$ cat src/rtl/servo_uart_pkg.sv
// rtl/servo_uart_pkg.sv - shared types and constants for the servo packet receiver
//
// Holds the byte-receiver and parser state types, the default packet sync
// marker, the servo centre position and the packet checksum helper.
// Optional feature macro: SERVO_PKT_CKSUM_EN (adds the GET_CK parser state).

package servo_uart_pkg;

  localparam logic [7:0] SYNC_BYTE_DEFAULT = 8'hAA;
  localparam logic [7:0] TARGET_CENTRE     = 8'd128;

  typedef enum logic [1:0] {
    RX_IDLE,
    RX_START,
    RX_DATA,
    RX_STOP
  } rx_state_t;

  typedef enum logic [1:0] {
    HUNT,
    GET_X,
`ifdef SERVO_PKT_CKSUM_EN
    GET_Y,
    GET_CK
`else
    GET_Y
`endif
  } parser_state_t;

  function automatic logic [7:0] pkt_cksum(input logic [7:0] sync,
                                           input logic [7:0] x,
                                           input logic [7:0] y);
    return sync ^ x ^ y;
  endfunction

endpackage

$ cat src/rtl/uart_byte_rx.sv
// rtl/uart_byte_rx.sv - centre-sampled 8N1 byte receiver with input synchronizer
//
// Ports:
//   i_clk        system clock
//   i_rst        asynchronous active-high reset
//   i_rx         raw serial line, idle high
//   o_rx_byte    last assembled byte (valid while o_byte_valid is high)
//   o_byte_valid one-cycle pulse: byte received with a good stop bit
//   o_frame_err  one-cycle pulse: stop bit sampled low, byte discarded

module uart_byte_rx
  import servo_uart_pkg::*;
#(
  parameter int BAUD_TICK = 5208
) (
  input  logic       i_clk,
  input  logic       i_rst,
  input  logic       i_rx,
  output logic [7:0] o_rx_byte,
  output logic       o_byte_valid,
  output logic       o_frame_err
);

  localparam int CW = (BAUD_TICK > 2) ? $clog2(BAUD_TICK) : 1;
  localparam logic [CW-1:0] FULL_LOAD = CW'(BAUD_TICK - 1);
  localparam logic [CW-1:0] HALF_LOAD = CW'(BAUD_TICK / 2 - 1);

  logic          r_sync1;
  logic          r_sync2;
  logic          r_rx_prev;
  rx_state_t     r_state;
  logic [CW-1:0] r_cnt;
  logic [2:0]    r_bit_idx;
  logic [7:0]    r_shift;
  logic          r_byte_valid;
  logic          r_frame_err;
  logic          w_fall;

  // Start-bit edge is taken on the synchronized line only.
  assign w_fall = r_rx_prev & ~r_sync2;

  always_ff @(posedge i_clk or posedge i_rst) begin
    if (i_rst) begin
      r_sync1      <= 1'b1;
      r_sync2      <= 1'b1;
      r_rx_prev    <= 1'b1;
      r_state      <= RX_IDLE;
      r_cnt        <= '0;
      r_bit_idx    <= '0;
      r_shift      <= '0;
      r_byte_valid <= 1'b0;
      r_frame_err  <= 1'b0;
    end else begin
      r_sync1      <= i_rx;
      r_sync2      <= r_sync1;
      r_rx_prev    <= r_sync2;
      r_byte_valid <= 1'b0;
      r_frame_err  <= 1'b0;
      case (r_state)
        RX_IDLE: begin
          if (w_fall) begin
            r_state <= RX_START;
            r_cnt   <= HALF_LOAD;
          end
        end
        RX_START: begin
          if (r_cnt != '0) begin
            r_cnt <= r_cnt - CW'(1);
          end else if (r_sync2) begin
            // Line back high at mid start bit: a glitch, not a frame.
            r_state <= RX_IDLE;
          end else begin
            r_state   <= RX_DATA;
            r_cnt     <= FULL_LOAD;
            r_bit_idx <= '0;
          end
        end
        RX_DATA: begin
          if (r_cnt != '0) begin
            r_cnt <= r_cnt - CW'(1);
          end else begin
            r_shift   <= {r_sync2, r_shift[7:1]};
            r_cnt     <= FULL_LOAD;
            r_bit_idx <= r_bit_idx + 3'd1;
            if (r_bit_idx == 3'd7) r_state <= RX_STOP;
          end
        end
        RX_STOP: begin
          if (r_cnt != '0) begin
            r_cnt <= r_cnt - CW'(1);
          end else begin
            if (r_sync2) r_byte_valid <= 1'b1;
            else         r_frame_err  <= 1'b1;
            r_state <= RX_IDLE;
          end
        end
        default: r_state <= RX_IDLE;
      endcase
    end
  end

  assign o_rx_byte    = r_shift;
  assign o_byte_valid = r_byte_valid;
  assign o_frame_err  = r_frame_err;

endmodule

$ cat src/rtl/servo_packet_rx.sv
// rtl/servo_packet_rx.sv - UART front end and framed X/Y packet parser for the servo path
//
// Packet: SYNC, X, Y (plus CK = SYNC^X^Y when SERVO_PKT_CKSUM_EN is defined).
// Ports:
//   clk50mhz      system clock
//   rst           asynchronous active-high reset
//   uart_rx       serial line, idle high
//   x_target      last accepted X target (reset 128)
//   y_target      last accepted Y target (reset 128)
//   target_valid  one-cycle pulse when the targets update
//   frame_err     one-cycle pulse on a stop bit sampled low
//   cksum_err     one-cycle pulse on checksum mismatch (0 without the macro)

module servo_packet_rx
  import servo_uart_pkg::*;
#(
  parameter int         CLK_FREQ     = 50000000,
  parameter int         BAUD_RATE    = 9600,
  parameter logic [7:0] SYNC_BYTE    = SYNC_BYTE_DEFAULT,
  parameter int         TIMEOUT_BITS = 20
) (
  input  logic       clk50mhz,
  input  logic       rst,
  input  logic       uart_rx,
  output logic [7:0] x_target,
  output logic [7:0] y_target,
  output logic       target_valid,
  output logic       frame_err,
  output logic       cksum_err
);

  localparam int BAUD_TICK = CLK_FREQ / BAUD_RATE;
  localparam int GAP_LIMIT = TIMEOUT_BITS * BAUD_TICK;
  localparam int GW        = $clog2(GAP_LIMIT + 1);
  localparam logic [GW-1:0] GAP_LAST = GW'(GAP_LIMIT - 1);

  logic [7:0]    w_rx_byte;
  logic          w_byte_valid;
  logic          w_frame_err;
  logic          w_timeout;

  parser_state_t r_state;
  logic [GW-1:0] r_gap;
  logic [7:0]    r_x_tmp;
  logic [7:0]    r_x_target;
  logic [7:0]    r_y_target;
  logic          r_target_valid;
`ifdef SERVO_PKT_CKSUM_EN
  logic [7:0]    r_y_tmp;
  logic          r_cksum_err;
`endif

  uart_byte_rx #(
    .BAUD_TICK (BAUD_TICK)
  ) u_byte_rx (
    .i_clk        (clk50mhz),
    .i_rst        (rst),
    .i_rx         (uart_rx),
    .o_rx_byte    (w_rx_byte),
    .o_byte_valid (w_byte_valid),
    .o_frame_err  (w_frame_err)
  );

  // Gap timer reaches the limit on this edge.
  assign w_timeout = (r_state != HUNT) && (r_gap == GAP_LAST);

  always_ff @(posedge clk50mhz or posedge rst) begin
    if (rst) begin
      r_gap <= '0;
    end else if (w_byte_valid || r_state == HUNT || w_timeout) begin
      r_gap <= '0;
    end else begin
      r_gap <= r_gap + GW'(1);
    end
  end

  always_ff @(posedge clk50mhz or posedge rst) begin
    if (rst) begin
      r_state        <= HUNT;
      r_x_tmp        <= '0;
      r_x_target     <= TARGET_CENTRE;
      r_y_target     <= TARGET_CENTRE;
      r_target_valid <= 1'b0;
`ifdef SERVO_PKT_CKSUM_EN
      r_y_tmp        <= '0;
      r_cksum_err    <= 1'b0;
`endif
    end else begin
      r_target_valid <= 1'b0;
`ifdef SERVO_PKT_CKSUM_EN
      r_cksum_err    <= 1'b0;
`endif
      if (w_frame_err) begin
        r_state <= HUNT;
      end else if (w_byte_valid) begin
        // Byte arrival outranks a coincident timeout.
        case (r_state)
          HUNT: begin
            if (w_rx_byte == SYNC_BYTE) r_state <= GET_X;
          end
          GET_X: begin
            r_x_tmp <= w_rx_byte;
            r_state <= GET_Y;
          end
          GET_Y: begin
`ifdef SERVO_PKT_CKSUM_EN
            r_y_tmp <= w_rx_byte;
            r_state <= GET_CK;
`else
            r_x_target     <= r_x_tmp;
            r_y_target     <= w_rx_byte;
            r_target_valid <= 1'b1;
            r_state        <= HUNT;
`endif
          end
`ifdef SERVO_PKT_CKSUM_EN
          GET_CK: begin
            if (w_rx_byte == pkt_cksum(SYNC_BYTE, r_x_tmp, r_y_tmp)) begin
              r_x_target     <= r_x_tmp;
              r_y_target     <= r_y_tmp;
              r_target_valid <= 1'b1;
            end else begin
              r_cksum_err <= 1'b1;
            end
            r_state <= HUNT;
          end
`endif
          default: r_state <= HUNT;
        endcase
      end else if (w_timeout) begin
        r_state <= HUNT;
      end
    end
  end

  assign x_target     = r_x_target;
  assign y_target     = r_y_target;
  assign target_valid = r_target_valid;
  assign frame_err    = w_frame_err;
`ifdef SERVO_PKT_CKSUM_EN
  assign cksum_err    = r_cksum_err;
`else
  assign cksum_err    = 1'b0;
`endif

endmodule

$ cat config.mk
export PLATFORM = sky130hd
export DESIGN_NAME = servo_packet_rx
export DESIGN_NICKNAME = d
export VERILOG_FILES = /design/src/rtl/servo_uart_pkg.sv /design/src/rtl/uart_byte_rx.sv /design/src/rtl/servo_packet_rx.sv
export SDC_FILE = /design/constraint.sdc
export NUM_CORES = 1
export LEC_CHECK = 0
export BUFFER_PORTS_ARGS = -buffer_cell sky130_fd_sc_hd__buf_2
export CORE_MARGIN = 2
export CORE_UTILIZATION = 50
export CTS_BUF_LIST = sky130_fd_sc_hd__clkbuf_16
export DETAILED_ROUTE_END_ITERATION = 10
export GPL_TIMING_DRIVEN = 0
export PLACE_DENSITY = 0.79
export SLEW_MARGIN = 0
export SYNTH_ARGS = -nofsm -noshare
export SYNTH_HDL_FRONTEND = slang
export SYNTH_SLANG_ARGS = --single-unit
$ cat constraint.sdc
create_clock -name clk50mhz -period 6.9 [get_ports clk50mhz]
set_input_delay 0.345 -clock clk50mhz [delete_from_list [all_inputs] [get_ports clk50mhz]]
set_output_delay 0.345 -clock clk50mhz [all_outputs]
set_load 0.02 [all_outputs]
Word-level counts from Yosys, hierarchy flattened

Index checks and enable logic that the tools add are counted.

Logic and storage cells: 87
Bits of input ports: 3
Bits in registers: 75

Muxes and demuxes: 32
Reduce and logical (&&, ||, !) cells: 16
Bitwise operators: 4
Add/subtract/negate cells: 3
Eq/ne operators: 17

Operators with widths:

| cell                    | number |
|---|---|
| $mux W13                | 5 |
| $pmux W13 S4            | 1 |
| $mux W2                 | 10 |
| $add A17 B1 Y17 const B | 1 |
| $eq A17 B17 Y1 const B  | 1 |
| $mux W17                | 1 |
| $reduce_bool A13 Y1     | 1 |
| $sub A13 B1 Y13 const B | 1 |
| $mux W1                 | 9 |
| $mux W3                 | 3 |
| $reduce_and A3 Y1       | 3 |
| $eq A8 B8 Y1 const B    | 1 |
| $ne A2 B2 Y1 const B    | 4 |
| $pmux W2 S4             | 1 |
| $eq A2 B2 Y1 const B    | 3 |
| $ne A2 B1 Y1 const B    | 3 |
| $pmux W3 S2             | 1 |
| $reduce_and A5 Y1       | 1 |
| $eq A2 B1 Y1 const B    | 2 |
| $logic_not A2 Y1        | 2 |
| $ne A4 B4 Y1 const B    | 1 |
| $pmux W2 S2             | 1 |
| $reduce_and A2 Y1       | 2 |
| $reduce_and A4 Y1       | 1 |
| other kinds (9)         | 13 |

Depth between registers and ports, before layout

Word-level depth: 5
Depth in mapped cells: 9
Gate-level depth less buffers: 6

Hierarchy

A second synthesis with hierarchy kept.

Cells, all modules: 319
Area, all modules: 3699.8 um2

Modules (own cells, without submodules):

| module          | instances | area each (um2) | sequential area each (um2) | cells an instance |
|---|---|---|---|---|
| servo_packet_rx | 1         | 1949.4          | 1103.6                     | 159 |
| uart_byte_rx    | 1         | 1750.4          | 779.5                      | 160 |

Least setup slack after synthesis

OpenSTA, ideal clock, no wires.

Path type: register -> register
Start: register u_byte_rx.r_cnt[4]
End: register u_byte_rx.r_cnt[4]
Library setup time: 0.122 ns
Path slack: 4.723 ns
Data required time: 6.778 ns
Path buffers: 3
Data arrival time: 2.056 ns
Clock period less this slack: 2.177 ns
Cell stages (with the launch flop): 7
Path through: dfrtp_1 or4_1 buf_2 or4_1 buf_2 buf_6 a32o_1

Cells in the longest elaborated chain, start to end: 3

Ends and longest elaborated chain:

| item                                                          | RTL line           | source |
|---|---|---|
| start, declared                                               | uart_byte_rx.sv:32 | `logic [CW-1:0] r_cnt;` |
| start signal, assigned                                        | uart_byte_rx.sv:68 | `r_cnt <= r_cnt - CW'(1);` |
| start signal, assigned                                        | uart_byte_rx.sv:80 | `r_cnt <= r_cnt - CW'(1);` |
| start signal, assigned                                        | uart_byte_rx.sv:90 | `r_cnt <= r_cnt - CW'(1);` |
| $sub A13 B1 Y13 / $reduce_bool A13 Y1 (equally long branches) | --                 |  |
| $mux W13, or another cell as far along                        | uart_byte_rx.sv:89 | `if (r_cnt != '0) begin` |
| $pmux W13 S4 / $reduce_and A3 Y1 (equally long branches)      | --                 |  |

Parallel ways exist; a longest one is shown, timed or not. The select of a mux whose other input is x is not followed.
A chain may end at the register's enable or synchronous reset.

Worst setup path in the final report

Start: register u_byte_rx.r_cnt[0]
End: register u_byte_rx.r_cnt[8]

Same word-level chain as after synthesis.

==> metrics.md <==
| Metric | Value |
|---|---|
| Outcome | complete, no violations |
| Drt initial violations | 127 |
| Fin nets | 369 |
| Worst Tran Pin Value | 1.16 ns |
| Row cnt | 31 |
| Nature of the critical path endpoint | register |
| Clk_lat worst skew | 0.33 ns |
| FF-to-FF setup slack | 4.42 ns |
| Critical path required time | 7.10 ns |
| Bufs and invs on worst path | 2 |
| Filler instances | 586 |
| Setup violations, final | 0 |
| Synth top area cells | dfrtp_1 (48%), mux2_2 (9.8%), dfstp_2 (3.6%) |
| M2 GR Usage | 0.334 |
| Startpoint Class | register |
| First-pass GRT wire length | 12,800 um |
| Port Buffers | 20 |
| Worst path cell trace | inv_1 -> ha_1 -> or4b_1 -> clkbuf_1 -> nor4_1 -> or4_1 -> o211ai_1 |
| Setup_tns | 0 ns |
| Avg Inst Size Synth | 11.3 um^2 |
| Vias in the first global route | 2,678 |
| HP Class | input port to register |
| Post-Route WL | 7460 um |
| Clk buf depth | 2 |
| Antenna cells | 0 |
| Synth cell types | 63 |
| Pre-CTS worst setup slack | 4.48 ns |
| CP Data Arrival Time | 2.68 ns |
| Hold buffers post-CTS | 0 |
| Power per cell area | 363 nW/um^2 |
| CTS tree | yes |
| Cells after Synth | 326 |
| Residual DRC | 0 |
| Slew HR | 0.222 |
| Number of synthesized register bits | 75 |
| Mapped Nets | 338 |
| Synth top cells by count | dfrtp_1 (70), mux2_2 (32), nor2_1 (24) |
| Final Wtd Congestion | 0.899 |
| Max Transition Viols Final | 0 |
| Initial antenna violation count | 0 |
| Final Hold Viols | 0 |
| Max VDD drop | 0.306 mV |
| TritonCTS Sinks | 75 |
| GR peak layer | met2 |
| H-tree levels | 3 |
| Post-synth EDFFs | 0 |
| Grt met1 use | 0.247 |
| Dpl cells | 445 |
| Max_cap viols | 0 |
| RSZ-0062 raised after global routing | no |
| Sequential element share of the synthesized area | 0.511 |
| Cts bufs inserted | 9 |
| Root Driver | clkbuf_16 |
| Hpwl dp | 5060 um |
| Main synth FF type | dfrtp_1 |
| Drt pass-1 iters | 4 |
| Fin cells | 461 |
| Vias/cell | 5.77 |
| Yosys top cell by area | dfrtp_1 |
| Setup ws final | 4.42 ns |
| Die Wd | 89.9 um |
| WS Path Type | register to register |
| Cell Area, Synth | 3690 um^2 |
| Avg WL per Cell | 16.2 um |
| Worst-path maximum fanout | 9 |
| Crit path max-delay cell type | nor4_1 |
| Die area | 8070 um^2 |
| Area growth, synth to finish | 15.4% |
| Grt met3 use | 0.0520 |
| Total Routing Usage GR | 0.197 |
| Share of the synthesized area in the top cell type | 0.475 |
| DR vias | 2,660 |
| Area after DPL | 3910 um^2 |
| Largest net degree at the start of global routing | 76 |
| Fin util | 0.590 |
| Initial Utilization | 0.511 |
| Most frequent cell after synthesis | dfrtp_1 |
| Async S/R FF share, synth | 1.00 |
| GRT Residual Overflow | 0 |
| Post-CTS sizing | 0 |
| Fin crit share | 0.360 |
| Setup Fix Bufs, Post-CTS | 0 |
| Synth warn | 0 |
| Layout cells sized above 1 | 0.249 |
| Die Y | 89.9 um |
| Clock skew | 0.00627 ns |
| Leakage Power | 1.96 nW |
| Core area | 7210 um^2 |
| Post-route ant nets | 0 |
| F_max | 0.403 GHz |
| Fin crit period | 2.48 ns |
| Delay-heaviest family, CP | simple AND/OR/NAND/NOR gates |
| # IOs | 22 |
| Largest stage delay, worst path | 0.75 ns |
| CTS clock-pin slew for the worst setup and hold paths | 0.06 ns |
| Post-route cell area | 4260 um^2 |
==> state kept, by name, summed over array words and instances, names as in the netlist, named ones only <==
signal	cells
y_target	8
u_byte_rx.r_bit_idx	3
u_byte_rx.r_cnt	13
target_valid	1
r_state	2
r_x_tmp	8
u_byte_rx.o_byte_valid	1
u_byte_rx.r_state	1
u_byte_rx.r_sync2	1
r_gap	17
x_target	8
u_byte_rx.r_sync1	1
u_byte_rx.r_rx_prev	1
u_byte_rx.o_frame_err	1
u_byte_rx.o_rx_byte	8
==> worst paths after layout <==
kind | depth (start not counted) | from | endpoint
setup / recovery | 7 | u_byte_rx.r_cnt[0]$_DFFE_PP0P_ | u_byte_rx.r_cnt[8]$_DFFE_PP0P_
hold / removal | 1 | uart_rx | u_byte_rx.r_sync1$_DFF_PP1_
setup reg to reg | 7 | u_byte_rx.r_cnt[0]$_DFFE_PP0P_ | u_byte_rx.r_cnt[8]$_DFFE_PP0P_
hold reg to reg | 0 | u_byte_rx.r_sync1$_DFF_PP1_ | u_byte_rx.r_sync2$_DFF_PP1_
max in group asynchronous | 2 | rst | x_target[2]$_DFFE_PP0P_
min in group asynchronous | 2 | rst | x_target[0]$_DFFE_PP0P_
==> power breakdown <==
part / switching (W) / internal (W)
combinational: 0.000276 / 0.000199
sequential: 0.0000523 / 0.000483
clock: 0.000181 / 0.000352
==> area by class of cell <==
class                   instances  area [um^2]  area share
flip-flops and latches         75         1880       0.443
inverters                      14         55.1      0.0129
well taps                      99          124      0.0291
clock buffers                   9          225      0.0529
clock inverters                 7          118      0.0276
plain buffers                  17         78.8      0.0185
multi-input cells             220         1670       0.393
repair buffers                 20          100      0.0235
==> placed cells by master, fill, tap and decap left out, drive strengths merged, types with 9 or more instances in the layout <==
cell,instances
mux2,32
nor2,24
buf,27
ha,9
nand2,10
xor2,9
clkbuf,19
a21oi,12
inv,15
dfrtp,70
o21ai,10
==> per-stage QoR <==
stage	total power [W]	hold slack (ns)
finish	0.00154	0.111
global route	0.00163	0.0996
CTS	0.00155	0.106
detailed placement	0.00101	0.354
global placement	0.000997	0.348
floorplan	0.000907	0.345
==> cell families (layout without fill, tap and decap cells) <==
kind of cell             count (synthesis)  count (layout)  synth area share
AO/OA/AOI/OAI                           65              65             0.134
XOR/XNOR                                11              11            0.0261
flip-flops                              75              75             0.511
AND/OR/NAND/NOR                         99              99             0.156
adder cells (fa/ha/maj)                  9               9            0.0306
buffers and inverters                   31              67            0.0356
other                                    1               1           0.00102
multiplexers                            35              35             0.106
==> routing by layer <==
metal	vias to the layer above	wire [um]
met2	60	3850
met5	-	0
met3	7	313
li1	1268	-
met4	0	79
met1	1325	3220
==> worst reg2reg max path, stage by stage (launching register included) <==
cell and delay (ns):
dfrtp_1 0.40, inv_1 0.10, ha_1 0.14, or4b_1 0.42, clkbuf_1 0.20, nor4_1 0.75
or4_1 0.24, o211ai_1 0.09
Power figures use the tool's default switching activity.
